[config.mk]
export PLATFORM = sky130hd
export DESIGN_NAME = xs3_to_bcd_serial_flat
export DESIGN_NICKNAME = d
export VERILOG_FILES = /design/src/rtl/xs3_to_bcd_serial_if.sv /design/src/rtl/xs3_to_bcd_serial.sv /design/src/flat_wrapper.sv
export SDC_FILE = /design/constraint.sdc
export NUM_CORES = 1
export LEC_CHECK = 0
export CAP_MARGIN = 20
export CELL_PAD_IN_SITES_DETAIL_PLACEMENT = 1
export CELL_PAD_IN_SITES_GLOBAL_PLACEMENT = 1
export CORE_ASPECT_RATIO = 1.1
export CORE_MARGIN = 2
export CORE_UTILIZATION = 46
export DETAILED_ROUTE_END_ITERATION = 7
export PLACE_DENSITY = 0.81
export SLEW_MARGIN = 25
export SYNTH_ARGS = -nofsm -noshare
export SYNTH_HDL_FRONTEND = slang
export SYNTH_SLANG_ARGS = --single-unit
[constraint.sdc]
create_clock -name clk -period 3.5 [get_ports clk]
set_input_delay 0.7 -clock clk [delete_from_list [all_inputs] [get_ports clk]]
set_output_delay 0.7 -clock clk [all_outputs]
set_load 0.02 [all_outputs]
[src/rtl/xs3_to_bcd_serial_if.sv]
// Stream and result bundle for the bit-serial Excess-3 to BCD decoder.
// The master drives the Excess-3 bit stream; the slave (the decoder)
// returns the decoded bit stream plus per-digit and per-word results.
interface xs3_to_bcd_serial_if #(
    parameter int NDIG = 4
);
    logic              in_valid;
    logic              in_bit;
    logic              in_sop;
    logic              bit_valid;
    logic              bit_out;
    logic              digit_valid;
    logic [3:0]        digit;
    logic              digit_err;
    logic              word_valid;
    logic [4*NDIG-1:0] word;
    logic              word_err;

    modport master (
        output in_valid, in_bit, in_sop,
        input  bit_valid, bit_out, digit_valid, digit, digit_err,
               word_valid, word, word_err
    );

    modport slave (
        input  in_valid, in_bit, in_sop,
        output bit_valid, bit_out, digit_valid, digit, digit_err,
               word_valid, word, word_err
    );
endinterface

[src/rtl/xs3_to_bcd_serial.sv]
// Bit-serial Excess-3 to BCD decoder.
// Each digit arrives LSB first; 3 is subtracted serially by a borrow-tracking
// Mealy FSM whose state is {bit position, borrow}. Decoded bits come out one
// cycle later, and completed digits are packed into NDIG-digit words with
// digit 0 in the low nibble. Codes below 0011 or above 1100 are flagged.
module xs3_to_bcd_serial #(
    parameter int NDIG = 4
) (
    input logic              clk,
    input logic              rst,
    xs3_to_bcd_serial_if.slave bus
);

    localparam int         WW       = 4 * NDIG;
    localparam logic [2:0] LAST_DIG = 3'(NDIG - 1);

    // State encoding is {bitPos[1:0], borrow} so the fields can be sliced out.
    typedef enum logic [2:0] {
        S0B0 = 3'b000, S0B1 = 3'b001,
        S1B0 = 3'b010, S1B1 = 3'b011,
        S2B0 = 3'b100, S2B1 = 3'b101,
        S3B0 = 3'b110, S3B1 = 3'b111
    } state_t;

    state_t          state_q, state_d;
    logic [2:0]      shift_q, shift_d;
    logic [2:0]      digCnt_q, digCnt_d;
    logic [WW-1:0]   wordAcc_q, wordAcc_d;
    logic            errAcc_q, errAcc_d;

    logic            bitValid_q, bitValid_d;
    logic            bitOut_q, bitOut_d;
    logic            digitValid_q, digitValid_d;
    logic [3:0]      digit_q, digit_d;
    logic            digitErr_q, digitErr_d;
    logic            wordValid_q, wordValid_d;
    logic [WW-1:0]   word_q, word_d;
    logic            wordErr_q, wordErr_d;

    logic            restart;
    logic [1:0]      bitPos;
    logic            borrow;
    logic            subBit;
    logic            outBit;
    logic            borrowNext;
    logic [3:0]      digitVal;
    logic            digitBad;
    logic [2:0]      cntEff;
    logic            errEff;

    // Serial subtract-3 datapath plus digit/word assembly; a start-of-packet
    // bit restarts the digit and word from scratch before it is decoded.
    always_comb begin
        restart    = bus.in_valid & bus.in_sop;
        bitPos     = restart ? 2'd0 : state_q[2:1];
        borrow     = restart ? 1'b0 : state_q[0];
        cntEff     = restart ? 3'd0 : digCnt_q;
        errEff     = restart ? 1'b0 : errAcc_q;
        subBit     = ~bitPos[1];
        outBit     = bus.in_bit ^ subBit ^ borrow;
        borrowNext = (~bus.in_bit & (subBit | borrow)) | (subBit & borrow);
        digitVal   = {outBit, shift_q};
        digitBad   = borrowNext | (digitVal > 4'd9);

        state_d      = state_q;
        shift_d      = shift_q;
        digCnt_d     = digCnt_q;
        wordAcc_d    = wordAcc_q;
        errAcc_d     = errAcc_q;
        bitValid_d   = 1'b0;
        bitOut_d     = bitOut_q;
        digitValid_d = 1'b0;
        digit_d      = digit_q;
        digitErr_d   = digitErr_q;
        wordValid_d  = 1'b0;
        word_d       = word_q;
        wordErr_d    = wordErr_q;

        if (bus.in_valid) begin
            bitValid_d = 1'b1;
            bitOut_d   = outBit;
            digCnt_d   = cntEff;
            errAcc_d   = errEff;
            if (bitPos == 2'd3) begin
                state_d      = S0B0;
                digitValid_d = 1'b1;
                digit_d      = digitVal;
                digitErr_d   = digitBad;
                for (int i = 0; i < NDIG; i++) begin
                    if (cntEff == 3'(i)) begin
                        wordAcc_d[i*4 +: 4] = digitVal;
                    end
                end
                if (cntEff == LAST_DIG) begin
                    wordValid_d = 1'b1;
                    word_d      = wordAcc_d;
                    wordErr_d   = errEff | digitBad;
                    digCnt_d    = 3'd0;
                    errAcc_d    = 1'b0;
                end else begin
                    digCnt_d = cntEff + 3'd1;
                    errAcc_d = errEff | digitBad;
                end
            end else begin
                state_d         = state_t'({bitPos + 2'd1, borrowNext});
                shift_d[bitPos] = outBit;
            end
        end
    end

    // State, accumulators and registered outputs; reset clears everything.
    always_ff @(posedge clk or posedge rst) begin
        if (rst) begin
            state_q      <= S0B0;
            shift_q      <= '0;
            digCnt_q     <= '0;
            wordAcc_q    <= '0;
            errAcc_q     <= 1'b0;
            bitValid_q   <= 1'b0;
            bitOut_q     <= 1'b0;
            digitValid_q <= 1'b0;
            digit_q      <= '0;
            digitErr_q   <= 1'b0;
            wordValid_q  <= 1'b0;
            word_q       <= '0;
            wordErr_q    <= 1'b0;
        end else begin
            state_q      <= state_d;
            shift_q      <= shift_d;
            digCnt_q     <= digCnt_d;
            wordAcc_q    <= wordAcc_d;
            errAcc_q     <= errAcc_d;
            bitValid_q   <= bitValid_d;
            bitOut_q     <= bitOut_d;
            digitValid_q <= digitValid_d;
            digit_q      <= digit_d;
            digitErr_q   <= digitErr_d;
            wordValid_q  <= wordValid_d;
            word_q       <= word_d;
            wordErr_q    <= wordErr_d;
        end
    end

    assign bus.bit_valid   = bitValid_q;
    assign bus.bit_out     = bitOut_q;
    assign bus.digit_valid = digitValid_q;
    assign bus.digit       = digit_q;
    assign bus.digit_err   = digitErr_q;
    assign bus.word_valid  = wordValid_q;
    assign bus.word        = word_q;
    assign bus.word_err    = wordErr_q;

endmodule

[src/flat_wrapper.sv]
// flat-port wrapper written by rule: the top's interface ports become plain ports
module xs3_to_bcd_serial_flat 
#(
    parameter int NDIG = 4
)
  (clk, rst, bus_in_valid, bus_in_bit, bus_in_sop, bus_bit_valid, bus_bit_out, bus_digit_valid, bus_digit, bus_digit_err, bus_word_valid, bus_word, bus_word_err);
  xs3_to_bcd_serial_if #(.NDIG(NDIG)) bus_i ();
  input logic clk;
  input logic rst;
  input wire logic [$bits(bus_i.in_valid)-1:0] bus_in_valid;
  input wire logic [$bits(bus_i.in_bit)-1:0] bus_in_bit;
  input wire logic [$bits(bus_i.in_sop)-1:0] bus_in_sop;
  output wire logic [$bits(bus_i.bit_valid)-1:0] bus_bit_valid;
  output wire logic [$bits(bus_i.bit_out)-1:0] bus_bit_out;
  output wire logic [$bits(bus_i.digit_valid)-1:0] bus_digit_valid;
  output wire logic [$bits(bus_i.digit)-1:0] bus_digit;
  output wire logic [$bits(bus_i.digit_err)-1:0] bus_digit_err;
  output wire logic [$bits(bus_i.word_valid)-1:0] bus_word_valid;
  output wire logic [$bits(bus_i.word)-1:0] bus_word;
  output wire logic [$bits(bus_i.word_err)-1:0] bus_word_err;
  assign bus_i.in_valid = bus_in_valid;
  assign bus_i.in_bit = bus_in_bit;
  assign bus_i.in_sop = bus_in_sop;
  assign bus_bit_valid = bus_i.bit_valid;
  assign bus_bit_out = bus_i.bit_out;
  assign bus_digit_valid = bus_i.digit_valid;
  assign bus_digit = bus_i.digit;
  assign bus_digit_err = bus_i.digit_err;
  assign bus_word_valid = bus_i.word_valid;
  assign bus_word = bus_i.word;
  assign bus_word_err = bus_i.word_err;
  xs3_to_bcd_serial #(.NDIG(NDIG)) u_core (.clk(clk), .rst(rst), .bus(bus_i));
endmodule
After elaboration in Yosys (flattened, before gate mapping)

Index checks and enable logic that the tools add are counted.

Bits in writable memories: 0
Latch bits: 0
Bits of input ports: 5
Word-level logic and storage cells: 61
Output and inout port bits: 26
Memories: 0
Bits in registers: 52
ROM bits: 0

Magnitude comparators: 3
Shift-type cells: 0
Eq/ne operators: 4
Multiplexer cells: 22
Add/sub/neg operators: 2
Bitwise operators: 12
Multipliers: 0
Reductions and logical operators: 5
Divide/modulo/power cells: 0

Operators with widths:

| cell                                                               | number |
|---|---|
| 2-to-1 mux 4 bit                                                   | 4 |
| 2-to-1 mux 3 bit                                                   | 4 |
| 2-to-1 mux 1 bit                                                   | 11 |
| == test 3 x 2 -> 1 bit (second input constant)                     | 2 |
| > comparator 4 bit (second input constant)                         | 1 |
| OR 1 bit                                                           | 4 |
| AND reduction 2 bit                                                | 2 |
| adder 3 x 1 -> 3 bit (second input constant)                       | 1 |
| AND 1 bit                                                          | 3 |
| bitwise mux 3 bit                                                  | 1 |
| == test 3 x 1 -> 1 bit (second input constant)                     | 1 |
| logical NOT 3 bit                                                  | 1 |
| less-than comparator 2 x 3 -> 1 bit (second input constant)        | 1 |
| inverter 1 bit                                                     | 3 |
| AND reduction 3 bit                                                | 1 |
| adder 2 x 1 -> 2 bit (second input constant)                       | 1 |
| demux 1 bit (select 2 bit)                                         | 1 |
| == test 2 bit (second input constant)                              | 1 |
| greater-or-equal comparator 2 x 1 -> 1 bit (second input constant) | 1 |
| 2-to-1 mux 2 bit                                                   | 1 |
| XOR 1 bit                                                          | 2 |
| logical AND 1 bit                                                  | 1 |

Logic depth before layout (Yosys ltp)

Depth in word-level cells: 10
Mapped depth: 11

Worst setup path after synthesis

No wires, ideal clock.

Path type: input to register
Start: in bus_in_valid
End: reg u_core.word_q[12] (netlist: u_core.bus.word[12])
Buffers on the path: 3
Setup slack: 1.072 ns
Data required time: 3.375 ns
Stages on the path: 10
Data arrival time: 2.303 ns
Cell sequence: buf_2 nand2_1 nand2_1 inv_1 ha_1 and3_1 clkbuf_1 and2_4 buf_8 mux2_4

Cells in the longest elaborated chain, start to end: 4

Ends and longest elaborated chain:

| item                                                                            | line                                                                      | source |
|---|---|---|
| from (decl)                                                                     | flat_wrapper.sv:10                                                        | `input wire logic [$bits(bus_i.in_valid)-1:0] bus_in_valid;` |
| AND 1 bit                                                                       | xs3_to_bcd_serial.sv:54                                                   | `restart = bus.in_valid & bus.in_sop;` |
| 2-to-1 mux 3 bit / 2-to-1 mux 2 bit (equally long branches)                     | xs3_to_bcd_serial.sv:57, xs3_to_bcd_serial.sv:55                          |  |
| == test 3 x 2 -> 1 bit / == test 2 bit (equally long branches)                  | xs3_to_bcd_serial.sv:90, xs3_to_bcd_serial.sv:94, xs3_to_bcd_serial.sv:84 |  |
| AND reduction 3 bit (no source line) / 2-to-1 mux 4 bit (equally long branches) | -                                                                         |  |
| to (signal assigned)                                                            | xs3_to_bcd_serial.sv:139                                                  | `word_q <= word_d;` |
| to (decl)                                                                       | xs3_to_bcd_serial.sv:37                                                   | `logic [WW-1:0] word_q, word_d;` |

Several ways; a longest one is shown, not always the timed one.
A chain may end at the register's enable or synchronous reset.

Final worst setup path

Start: in bus_in_sop
End: reg u_core.word_q[12] (netlist: u_core.bus.word[12])

Cells in the longest elaborated chain, start to end: 4

Ends and longest elaborated chain:

| item                                                                            | line                                                                      | source |
|---|---|---|
| from (decl)                                                                     | flat_wrapper.sv:12                                                        | `input wire logic [$bits(bus_i.in_sop)-1:0] bus_in_sop;` |
| AND 1 bit (*)                                                                   | xs3_to_bcd_serial.sv:54                                                   |  |
| 2-to-1 mux 3 bit / 2-to-1 mux 2 bit (equally long branches)                     | xs3_to_bcd_serial.sv:57, xs3_to_bcd_serial.sv:55                          |  |
| == test 3 x 2 -> 1 bit / == test 2 bit (equally long branches)                  | xs3_to_bcd_serial.sv:90, xs3_to_bcd_serial.sv:94, xs3_to_bcd_serial.sv:84 |  |
| AND reduction 3 bit (no source line) / 2-to-1 mux 4 bit (equally long branches) | -                                                                         |  |

Every way passes the cells marked *; elsewhere a longest branch is shown, timed or not.

==> results.md <==
* Ys Warns at 0
* Final ANT Viol Nets at 0
* DRT iter0 DRCs at 74
* Area leader, netlist: dfrtp_1
* Synth Cell Area at 0.002271 mm2
* Clk_lat worst skew at 310 ps
* Placer Congestion at 0.8264
* CTS Buf Count at 5
* Vias at 1583
* Post-CTS Hold Buffers at 0
* Postcts setup bufs at 0
* Flop2flop setup slack at 1280 ps
* Port Buffer Count at 30
* Critical hold path startpoint: u_core.bus.digit[2]$_DFFE_PP0P_
* Setup Viol. Count Final at 0
* Static Leak at 1.230 nW
* Layout Cells excl Fill at 285
* Synth top area share at 0.5289
* Clk root buf: clkbuf_8
* RSZ-0062 raised after global routing: no
* Routed WL at 5156 um
* Nets at 242
* Area contributors post-synth: dfrtp_1 (53%), mux2_2 (8.9%), ha_1 (4.4%)
* Req. time, crit path at 3710 ps
* Mapped Avg Cell Area at 11.30 um2
* Global-route wire length before repair at 8742 um
* Number of synthesized flops with an enable pin at 0
* Post-synthesis register bit count at 48
* Setup crit start kind: input pin
* Dpl cells at 277
* Capture point of the worst reg-to-reg path: u_core.bus.word[12]$_DFFE_PP0P_
* Initial antenna violation count at 0
* Fillers at 511
* Worst Setup End Kind: flip-flop
* CP max stage delay at 530 ps
* Die Area at 0.005515 mm2
* Worst-path clk slew at 90 ps
* Multi-input logic area at 947.2 um2
* Largest net degree at the start of global routing at 49
* Drt wl/cell at 18.09 um
* Detailed Routing Iterations Pass 1 at 4
* WHS Path Cells at 2
* Diode count at 0
* Crit path max-delay cell type: and3_1
* CTS tree: done
* Post-route DRC at 0
* Starting density of the core at 0.4848
* Seq/Total Area, Yosys at 0.5289
* Seq pwr share at 0.442
* Max-cap violation count at 0
* Clock power frac at 0.174
* Max frequency at 327.5 MHz
* Max clock buf depth at 2
* Fin. Hold Viols at 0
* Sw Pwr at 751.3 uW
* Area Growth Syn to Fin at 17.85%
* Top-count cell post-synth: dfrtp_1
* Worst R2R Start: u_core.state_q[1]$_DFFE_PP0P_
* Skew final at 12.96 ps
* Pint at 1.265 mW
* CTS H-tree lvls at 2
* Combinational Power Share at 0.385
* Worst Path Arrival at 3260 ps
* Status: finished, final reports clean
* Ys flop type: dfrtp_1
* GRT overflow at 0
* Worst Reg-to-Reg Cells at 6
* Post-synthesis cell type count at 32
* Crit Path Class: input pin to flip-flop
* Cell Rows at 26
* Total GRT Usage at 0.2042
* Crit share post-route at 0.8723
* Hold EP: u_core.bus.digit[2]$_DFFE_PP0P_
* Core Area at 0.004684 mm2
* Switching fraction of total power at 0.3726
* Pwr dens at 753.5 mW/mm2
* Horiz. Die Dim at 70.99 um
* Clk sink count at 48
* Type of the worst min-delay path: flip-flop to flip-flop
* Syn Inst Count at 201
* Commonest cells post-synth: dfrtp_1 (48), nand2_1 (26), mux2_2 (18)
* Vias in the first global route at 1741
* Vias per inst at 5.554
* FF/Latch Area at 0.001201 mm2
* Tightest Pin Transition at 843.5 ps
* Detailed Place HPWL at 3559 um
* Post-cts sizing count at 0
* Cell Chain, Critical Path: clkdlybuf4s50_1 > nand2_1 > nand2_1 > inv_1 > ha_1 > and3_1 > and2_4 > mux2_4
* Top Ports at 31
* Synthesized Nets at 215
* Slew Limit Fails at 0
* Minimum clock period at 3053 ps
* Synth async-reset ratio at 1.000
* Die Ht at 77.69 um
* Worst vdd ir at 483.1 uV
* Setup TNS at 0 ps
* Layout cell share with drive strength beyond 1 at 0.1703
* Max_slew headroom at 0.4344
* Worst-path maximum fanout at 18
* Most frequent CP cell: nand2_1
==> cells in the final DEF, fill, tap and decap left out <==
master | Yosys | routed
and2_1 | 1 | 1
nand3b_1 | 12 | 12
a21oi_1 | 13 | 13
xnor2_1 | 1 | 1
nand2_1 | 26 | 26
and2_4 | 1 | 1
mux2_2 | 18 | 18
a221oi_1 | 1 | 1
a21o_1 | 2 | 2
a31oi_1 | 13 | 13
and3_1 | 1 | 1
nand3_1 | 1 | 1
and2b_1 | 1 | 1
and3b_1 | 1 | 1
fa_1 | 1 | 1
buf_4 | 1 | 4
dfrtp_1 | 48 | 48
clkbuf_8 | 1 | 6
nand3_4 | 2 | 2
mux2_4 | 4 | 4
clkinv_2 | 0 | 3
nor2_1 | 4 | 4
ha_1 | 8 | 8
nand2b_1 | 1 | 1
o21ai_0 | 15 | 15
a21boi_2 | 1 | 1
clkdlybuf4s50_1 | 0 | 30
inv_1 | 9 | 8
o21ai_1 | 1 | 1
a21boi_0 | 1 | 1
==> kinds of logic (layout without fill, tap and decap cells) <==
group           after synthesis  count (layout)  synth area share
compound gates               47              47            0.1185
xor+xnor                      1               1          0.003857
fa+ha+maj                     9               9           0.05289
buf+inv                      23              51           0.05399
flops                        48              48            0.5289
mux                          22              22            0.1157
simple gates                 51              51            0.1262
==> power by group through the flow <==
stage	logic, mW	registers, mW	clock network, mW
floorplan	0.425	0.923	0
global placement	0.745	0.891	0
detailed placement	0.780	0.902	0
CTS	0.786	0.893	0.357
global route	0.850	0.918	0.379
finish	0.776	0.891	0.350
==> through the flow <==
stage	total power [mW]	utilization	worst slack (ps)	cell area (um2)	hold WS, ps
floorplan	1.348	-	1072	2271	449.6
global placement	1.636	0.5513	294.8	2582	460.7
detailed placement	1.681	0.5513	136.9	2582	465.9
CTS	2.036	0.5710	448.1	2675	486.8
global route	2.147	0.5713	259.1	2676	514.6
finish	2.017	0.5713	446.8	2676	478.2
==> worst max-delay path, delay by kind of cell <==
family | cells | cell delay (ps)
and+or+nand+nor | 4 | 1300
buffers and inverters | 2 | 660
muxes | 1 | 330
adders and majority gates | 1 | 270
==> sequential cells by signal (all words and copies together), names as in the netlist <==
register	count
u_core.bus.bit_out	1
u_core.bus.digit_err	1
u_core.errAcc_q	1
u_core.digCnt_q	3
u_core.bus.word_valid	1
u_core.bus.word	16
u_core.wordAcc_q	12
u_core.shift_q	3
u_core.state_q	3
u_core.bus.bit_valid	1
u_core.bus.digit	4
u_core.bus.digit_valid	1
u_core.bus.word_err	1
==> final cells by class <==
cell class	instances	area share
sequential	48	0.4488
clock inverter	2	0.003740
timing repair buffer	34	0.1234
inverter	9	0.01309
tap	56	0.02618
clock buffer	6	0.03086
multi-input combinational	130	0.3539
==> worst max-delay path by stage <==
stage	start	endpoint	cells past startpoint
CTS	bus_in_sop	u_core.bus.word[12]$_DFFE_PP0P_	8
global placement	bus_in_sop	u_core.bus.word[15]$_DFFE_PP0P_	8
finish	bus_in_sop	u_core.bus.word[12]$_DFFE_PP0P_	8
floorplan	bus_in_valid	u_core.bus.word[12]$_DFFE_PP0P_	10
global route	bus_in_sop	u_core.bus.word[12]$_DFFE_PP0P_	8
detailed placement	bus_in_sop	u_core.bus.word[12]$_DFFE_PP0P_	8
==> layer usage <==
| metal | vias to the layer above | wire length [um] | GRT usage |
|---|---|---|---|
| li1 | 744 | - | - |
| met1 | 802 | 2230 | 0.2426 |
| met2 | 30 | 2639 | 0.3617 |
| met3 | 7 | 209 | 0.05195 |
| met4 | 0 | 77 | 0.06038 |
| met5 | - | 0 | 0 |
(Power assumes the default switching activity.)
